$ cat config.mk
export PLATFORM = sky130hd
export DESIGN_NAME = uart_packetizer
export DESIGN_NICKNAME = d
export VERILOG_FILES = /design/src/rtl/uart_packetizer.sv
export SDC_FILE = /design/constraint.sdc
export NUM_CORES = 1
export LEC_CHECK = 0
export CAP_MARGIN = 20
export CELL_PAD_IN_SITES_DETAIL_PLACEMENT = 1
export CELL_PAD_IN_SITES_GLOBAL_PLACEMENT = 2
export CORE_MARGIN = 2
export CORE_UTILIZATION = 28
export DETAILED_ROUTE_END_ITERATION = 6
export GPL_TIMING_DRIVEN = 0
export PLACE_DENSITY = 0.85
export SETUP_SLACK_MARGIN = 0.15
export SYNTH_ARGS = -nofsm -noshare
export SYNTH_HDL_FRONTEND = slang
export SYNTH_SLANG_ARGS = --single-unit
$ cat constraint.sdc
create_clock -name clk -period 1.6 [get_ports clk]
set_input_delay 0.24 -clock clk [delete_from_list [all_inputs] [get_ports clk]]
set_output_delay 0.24 -clock clk [all_outputs]
set_load 0.01 [all_outputs]
$ cat src/rtl/uart_packetizer.sv
// uart_packetizer: frames one NUM_BYTES payload word as HEADER, payload bytes
// (MSB first) and an XOR checksum, offered one byte at a time over a
// valid/ready handshake to a UART transmitter. All outputs are registered.
module uart_packetizer #(
    parameter int          NUM_BYTES = 4,
    parameter logic [7:0]  HEADER    = 8'hA5
) (
    input  logic                   clk,
    input  logic                   rst,
    input  logic [NUM_BYTES*8-1:0] in_data,
    input  logic                   in_valid,
    output logic                   in_ready,
    output logic [7:0]             out_data,
    output logic                   out_valid,
    input  logic                   out_ready,
    output logic                   busy
);

    localparam int IW = (NUM_BYTES > 1) ? $clog2(NUM_BYTES) : 1;
    localparam logic [IW-1:0] IDX_TOP = IW'(NUM_BYTES - 1);

    typedef enum logic [1:0] {
        S_IDLE = 2'd0,
        S_HDR  = 2'd1,
        S_PAY  = 2'd2,
        S_CHK  = 2'd3
    } state_t;

    state_t                   state_q;
    logic [IW-1:0]            idx_q;
    logic [7:0]               csum_q;
    logic [NUM_BYTES*8-1:0]   payload_q;
    logic [7:0]               out_data_q;
    logic                     out_valid_q;
    logic                     in_ready_q;
    logic                     busy_q;

    logic [IW-1:0]            idx_d;
    logic [7:0]               csum_d;
    logic [7:0]               next_byte_d;

    // Byte view of the captured payload so a byte can be picked by index.
    logic [7:0] pay_bytes [NUM_BYTES];

    genvar gi;
    generate
        for (gi = 0; gi < NUM_BYTES; gi = gi + 1) begin : g_bytes
            assign pay_bytes[gi] = payload_q[gi*8 +: 8];
        end
    endgenerate

    // Next index, running checksum including the byte being accepted, and
    // the payload byte that follows the current one.
    always_comb begin
        idx_d       = idx_q - IW'(1);
        csum_d      = csum_q ^ out_data_q;
        next_byte_d = pay_bytes[idx_d];
    end

    // Packet FSM; every output is loaded together with the state it belongs to,
    // so the next byte is already on out_data the cycle after an acceptance.
    always_ff @(posedge clk) begin
        if (rst) begin
            state_q     <= S_IDLE;
            idx_q       <= '0;
            csum_q      <= '0;
            payload_q   <= '0;
            out_data_q  <= '0;
            out_valid_q <= 1'b0;
            in_ready_q  <= 1'b1;
            busy_q      <= 1'b0;
        end else begin
            case (state_q)
                S_IDLE: begin
                    if (in_valid) begin
                        payload_q   <= in_data;
                        csum_q      <= '0;
                        idx_q       <= '0;
                        out_data_q  <= HEADER;
                        out_valid_q <= 1'b1;
                        in_ready_q  <= 1'b0;
                        busy_q      <= 1'b1;
                        state_q     <= S_HDR;
                    end
                end
                S_HDR: begin
                    if (out_ready) begin
                        idx_q      <= IDX_TOP;
                        out_data_q <= pay_bytes[IDX_TOP];
                        state_q    <= S_PAY;
                    end
                end
                S_PAY: begin
                    if (out_ready) begin
                        csum_q <= csum_d;
                        if (idx_q == '0) begin
                            out_data_q <= csum_d;
                            state_q    <= S_CHK;
                        end else begin
                            idx_q      <= idx_d;
                            out_data_q <= next_byte_d;
                        end
                    end
                end
                S_CHK: begin
                    if (out_ready) begin
                        out_data_q  <= '0;
                        out_valid_q <= 1'b0;
                        in_ready_q  <= 1'b1;
                        busy_q      <= 1'b0;
                        state_q     <= S_IDLE;
                    end
                end
                default: begin
                    state_q     <= S_IDLE;
                    idx_q       <= '0;
                    csum_q      <= '0;
                    out_data_q  <= '0;
                    out_valid_q <= 1'b0;
                    in_ready_q  <= 1'b1;
                    busy_q      <= 1'b0;
                end
            endcase
        end
    end

    assign in_ready  = in_ready_q;
    assign out_data  = out_data_q;
    assign out_valid = out_valid_q;
    assign busy      = busy_q;

endmodule

== Word level (Yosys, flattened, before mapping) ==
Index checks and enable logic that the tools add are counted.
Operators by class
  add/subtract/negate cells: 1
  magnitude comparators: 1
  equality and inequality tests: 9
  muxes and demuxes: 29
  bitwise gates (word level): 2
  reductions and logical operators: 11
Operator list (count)
  $mux 8: 9
  $pmux 8 s4: 1
  $mux 2: 9
  $bmux 8 s2: 1
  $pmux 8 s2: 1
  $ne 2x2->1 const B: 6
  $reduce_and 5->1: 2
  $pmux 2 s4: 1
  $xor 8x8->8: 1
  $pmux 2 s3: 1
  $reduce_and 3->1: 2
  $eq 2x2->1 const B: 2
  $logic_not 2->1: 2
  $mux 1: 4
  $pmux 1 s2: 2
  $reduce_and 4->1: 1
  $reduce_bool 2->1: 2
  $ge 3x3->1 const B: 1
  $not 2->3: 1
  $reduce_bool 3->1: 1
  $eq 2x1->1 const B: 1
  $reduce_and 2->1: 1
  $sub 2x1->2 const B: 1
Storage, ports and cells
  register bits after elaboration: 54
  input port bits: 36
  output and inout bits: 11

== Logic depth before layout (Yosys ltp) ==
  depth after elaboration: 8
  depth in mapped cells: 8
  depth with buffers taken out: 6

== Worst setup path before layout ==
No wires, ideal clock.
  path kind: flip-flop to flip-flop
  start: register idx_q[0]
  end: register out_data_q[4] (netlist: out_data[4])
  library setup time: 121 ps
  arrival: 1570 ps
  required time: 1479 ps
  slack: -91 ps
  cell stages (with the launch flop): 9
  path buffers: 2
  cell sequence: dfxtp_1 inv_1 ha_1 buf_4 buf_4 mux2i_1 o22ai_1 a221oi_1 o21ai_1
On the way
  cells in the longest elaborated chain, start to end: 8
  elaborated cells between the ends (all ways): 9
  classes of those cells: add/sub (1); mux (6); bitwise (1); reduce/logical (1)
Ends and longest elaborated chain
  start, declared: line 30  | logic [IW-1:0] idx_q;
  start signal, assigned: line 100  | idx_q <= idx_d;
  $sub 2x1->2: line 55  | idx_d = idx_q - IW'(1);
  $not 2->3 (implied by the code): line 57  | next_byte_d = pay_bytes[idx_d];
  $bmux 8 s2: line 57
  $mux 8 (implied by the code) (2 in series): line 57
  $mux 8 *: line 96  | if (idx_q == '0) begin
  $mux 8 *: line 94  | if (out_ready) begin
  $pmux 8 s4 *: line 73  | case (state_q)
  end signal, assigned: line 89  | out_data_q <= pay_bytes[IDX_TOP];
  end signal, assigned: line 97  | out_data_q <= csum_d;
  end signal, assigned: line 101  | out_data_q <= next_byte_d;
  end, declared: line 33  | logic [7:0] out_data_q;
Every way passes the cells marked *; elsewhere a longest branch is shown, timed or not. The select of a mux whose other input is x is not followed.
A chain may end at the register's enable or synchronous reset.

== Worst setup path in the final report ==
  start: register idx_q[0]
  end: register out_data_q[0] (netlist: out_data[0])
Same word-level chain as after synthesis.

==> reports/qor.yml <==
routing:
  drt_iter0_markers: 107
  drc: 0
  wl_per_cell_um: 19.92
  num_vias: 2613
  drt.antenna.violating_nets: 0
  drt-total-wl_mm: 10.28
  dr.pass1.iters: 4
  vias_per_cell: 5.064
min_path:
  hp-class: "input pin to flop"
yosys:
  synthArstFlopShare_pct: 0
  syn_avg_cell_area_sq_um: 8.294
  synth_most_common_cell: "nand2_1"
  synth.distinct_cells: 34
  yosys-top-cells-count: "68 x nand2_1, 54 x dfxtp_1, 48 x a21oi_1"
  synth_top_area_cell: "dfxtp_1"
  yosys_warnings: 0
  ys_seq_elements: 54
  netlist_area_sq_um: 2638
  ys_seq_area_share_pct: 40.99
  synth_flop_cell: "dfxtp_1"
  syn-num-nets: 361
  synth-edff-count: 0
  synth_top_cells_by_area: "dfxtp_1 41%, nand2_1 9.7%, a21oi_1 9.1%"
  synth_top_area_share_pct: 40.99
  synth_cells: 318
floorplanning:
  fp.dieArea_sq_um: 10210
  core_area_sq_um: 9196
  die-width_um: 101.1
  io_pins: 47
  die_y_um: 101.1
  start_util_pct: 28.68
  fp-row-count: 35
power:
  power_w: 0.007592
  powerDensity_nw_per_um2: 1730
  irDropWorstVdd_mv: 0.5860
  leakagePower_nw: 1.639
global_routing:
  antenna_found_initial: 0
  grt_util_met1_pct: 21.82
  grt_use_met2_pct: 31.58
  grt_max_degree: 18
  busiest_layer: "met2"
  grt_pass1_wl_mm: 13.97
  grt_use_total_pct: 17.78
  grt_pass1_vias: 2671
  gr-usage-met3_pct: 2.843
  grt_overflow: 0
finish:
  fin_util_pct: 47.73
  final_cells: 516
  areaGrowthSynthToFinish_pct: 66.41
  final_cell_area_sq_um: 4389
  insertedDiodeCount: 0
  drive_above_1_share_pct: 39.75
  final_nets: 447
  fill_cells: 1033
clock_tree:
  cts-buffers-inserted: 5
  cts_tree: "done"
  h-tree-depth: 2
  clockBufferDepth: 2
  clkTransAtPathRegs_ns: 0.11
  clock_latency_ns: 0.32
  hold_buffers: 0
  clockRootBuffer: "clkbuf_8"
  cts.sinks: 54
worst_setup_path:
  crit_type: "flop to flop"
  crit_path_end_kind: "flop"
  critical_path_required_ns: 1.79
  startpoint_type: "flop"
  path_max_fanout: 5
  arrival_ns: 1.96
  rrSetupSlack_ns: -0.17
sta:
  skew_ns: 0.01788
  setup_viol_count_final: 11
  hold_violations: 0
  fin_ws_ns: -0.1725
  tightest_slew_ns: 0.6664
  timing.fmax_ghz: 0.5642
  fin_crit_sh_pct: 110.8
  rsz0062_at_grt: "true"
  period_needed_ns: 1.772
  drv_slew: 0
  slew_headroom_pct: 55.57
  fin_setup_tns_ns: -1.183
placed_design:
  globalplace.congestion: 0.8408
  port_buffers: 44
  dp_cells: 473
  dp_hpwl_mm: 5.507
  place_area_sq_um: 3246
job:
  drv_cap: 0
status:
  violations: "setup timing"
  status: "complete, but fails checks"
==> worst max-delay path, stage by stage (launching register included) <==
cell and delay (ns):
dfxtp_2 0.37, inv_2 0.06, ha_4 0.26, buf_8 0.13
buf_16 0.12, mux2i_2 0.23, o22ai_1 0.13, nor3_1 0.26
nor3_1 0.08
==> report_power, final <==
group          leakage, nW  internal [W]  switching (W)
clock network       0.0514      0.000358       0.000488
registers            0.447       0.00163       0.000273
logic                 1.14       0.00249        0.00235
total                 1.64       0.00448        0.00312
==> metal layers <==
| layer | up-vias | wire length [um] |
|---|---|---|
| met5 | - | 0 |
| met4 | 0 | 277 |
| met3 | 21 | 366 |
| met2 | 66 | 5347 |
| met1 | 1259 | 4287 |
| li1 | 1267 | - |
==> cell type report <==
| cell class | count | area [sq um] | area share, % |
|---|---|---|---|
| well taps | 111 | 138.9 | 3.164 |
| repair buffers | 78 | 879.6 | 20.04 |
| plain buffers | 22 | 245.2 | 5.587 |
| flip-flops and latches | 54 | 1099 | 25.03 |
| multi-input cells | 239 | 1907 | 43.44 |
| clock inverters | 2 | 17.52 | 0.3991 |
| inverters | 4 | 20.02 | 0.4561 |
| clock buffers | 6 | 82.58 | 1.881 |
==> placed cells by master (no fill, tap or decap), types with 3 or more instances in the layout <==
cell type,netlist,routed
o21ai_2,0,9
xnor2_1,8,8
nand2_4,0,13
o21ai_1,9,6
a21oi_2,0,15
buf_8,0,5
clkbuf_16,0,6
clkbuf_8,0,7
dfxtp_1,54,42
clkdlybuf4s50_1,0,33
nand2_2,0,10
dlygate4sd2_1,0,9
nand3b_1,13,13
nand2b_1,5,3
buf_12,0,7
nor2_1,9,8
ha_4,0,5
nor3_1,8,7
mux2i_2,0,4
mux2i_1,13,6
clkbuf_1,13,6
a21oi_1,48,33
mux2i_4,0,3
nand2_1,68,44
mux2_4,0,3
o22ai_1,8,5
o22ai_2,0,3
buf_4,4,17
dfxtp_2,0,11
buf_6,1,11
nor2b_1,11,11
a221oi_2,0,4
==> what timing repair did <==
| item | in CTS | in global routing |
|---|---|---|
| cloned | 2 | 7 |
| pin swaps | 38 | 32 |
| setup buffers | 21 | 5 |
| gates resized for setup | 97 | 87 |
| setup endpoints to repair | 62 | 53 |
==> through the flow <==
stage	hold slack [ns]	setup WS, ns
5_1_grt	0.3334	-0.2368
3_5_place_dp	0.4495	-0.2275
3_3_place_gp	0.4415	-0.1826
4_1_cts	0.2851	-0.05065
2_1_floorplan	0.3760	0.01815
6_report	0.3253	-0.1725
==> cell families after synthesis <==
kind of cell | synth area share (%)
AO/OA/AOI/OAI | 19.12
buffers and inverters | 4.744
adder cells (fa/ha/maj) | 3.321
AND/OR/NAND/NOR | 22.11
XOR/XNOR | 2.657
flip-flops | 40.99
multiplexers | 7.068
==> path summary, 6_finish.rpt <==
check	start	end	cells past startpoint
max	idx_q[0]	out_data[0]	8
min reg2reg	payload_q[15]	payload_q[15]	2
max reg2reg	idx_q[0]	out_data[0]	8
min	out_ready	in_ready	3
==> registers in the layout, summed over array words and instances, names as in the netlist <==
name and cells:
idx_q 2, state_q 2, out_data 8, payload_q 32, busy 1, csum_q 8, in_ready 1
Power figures use the tool's default switching activity.
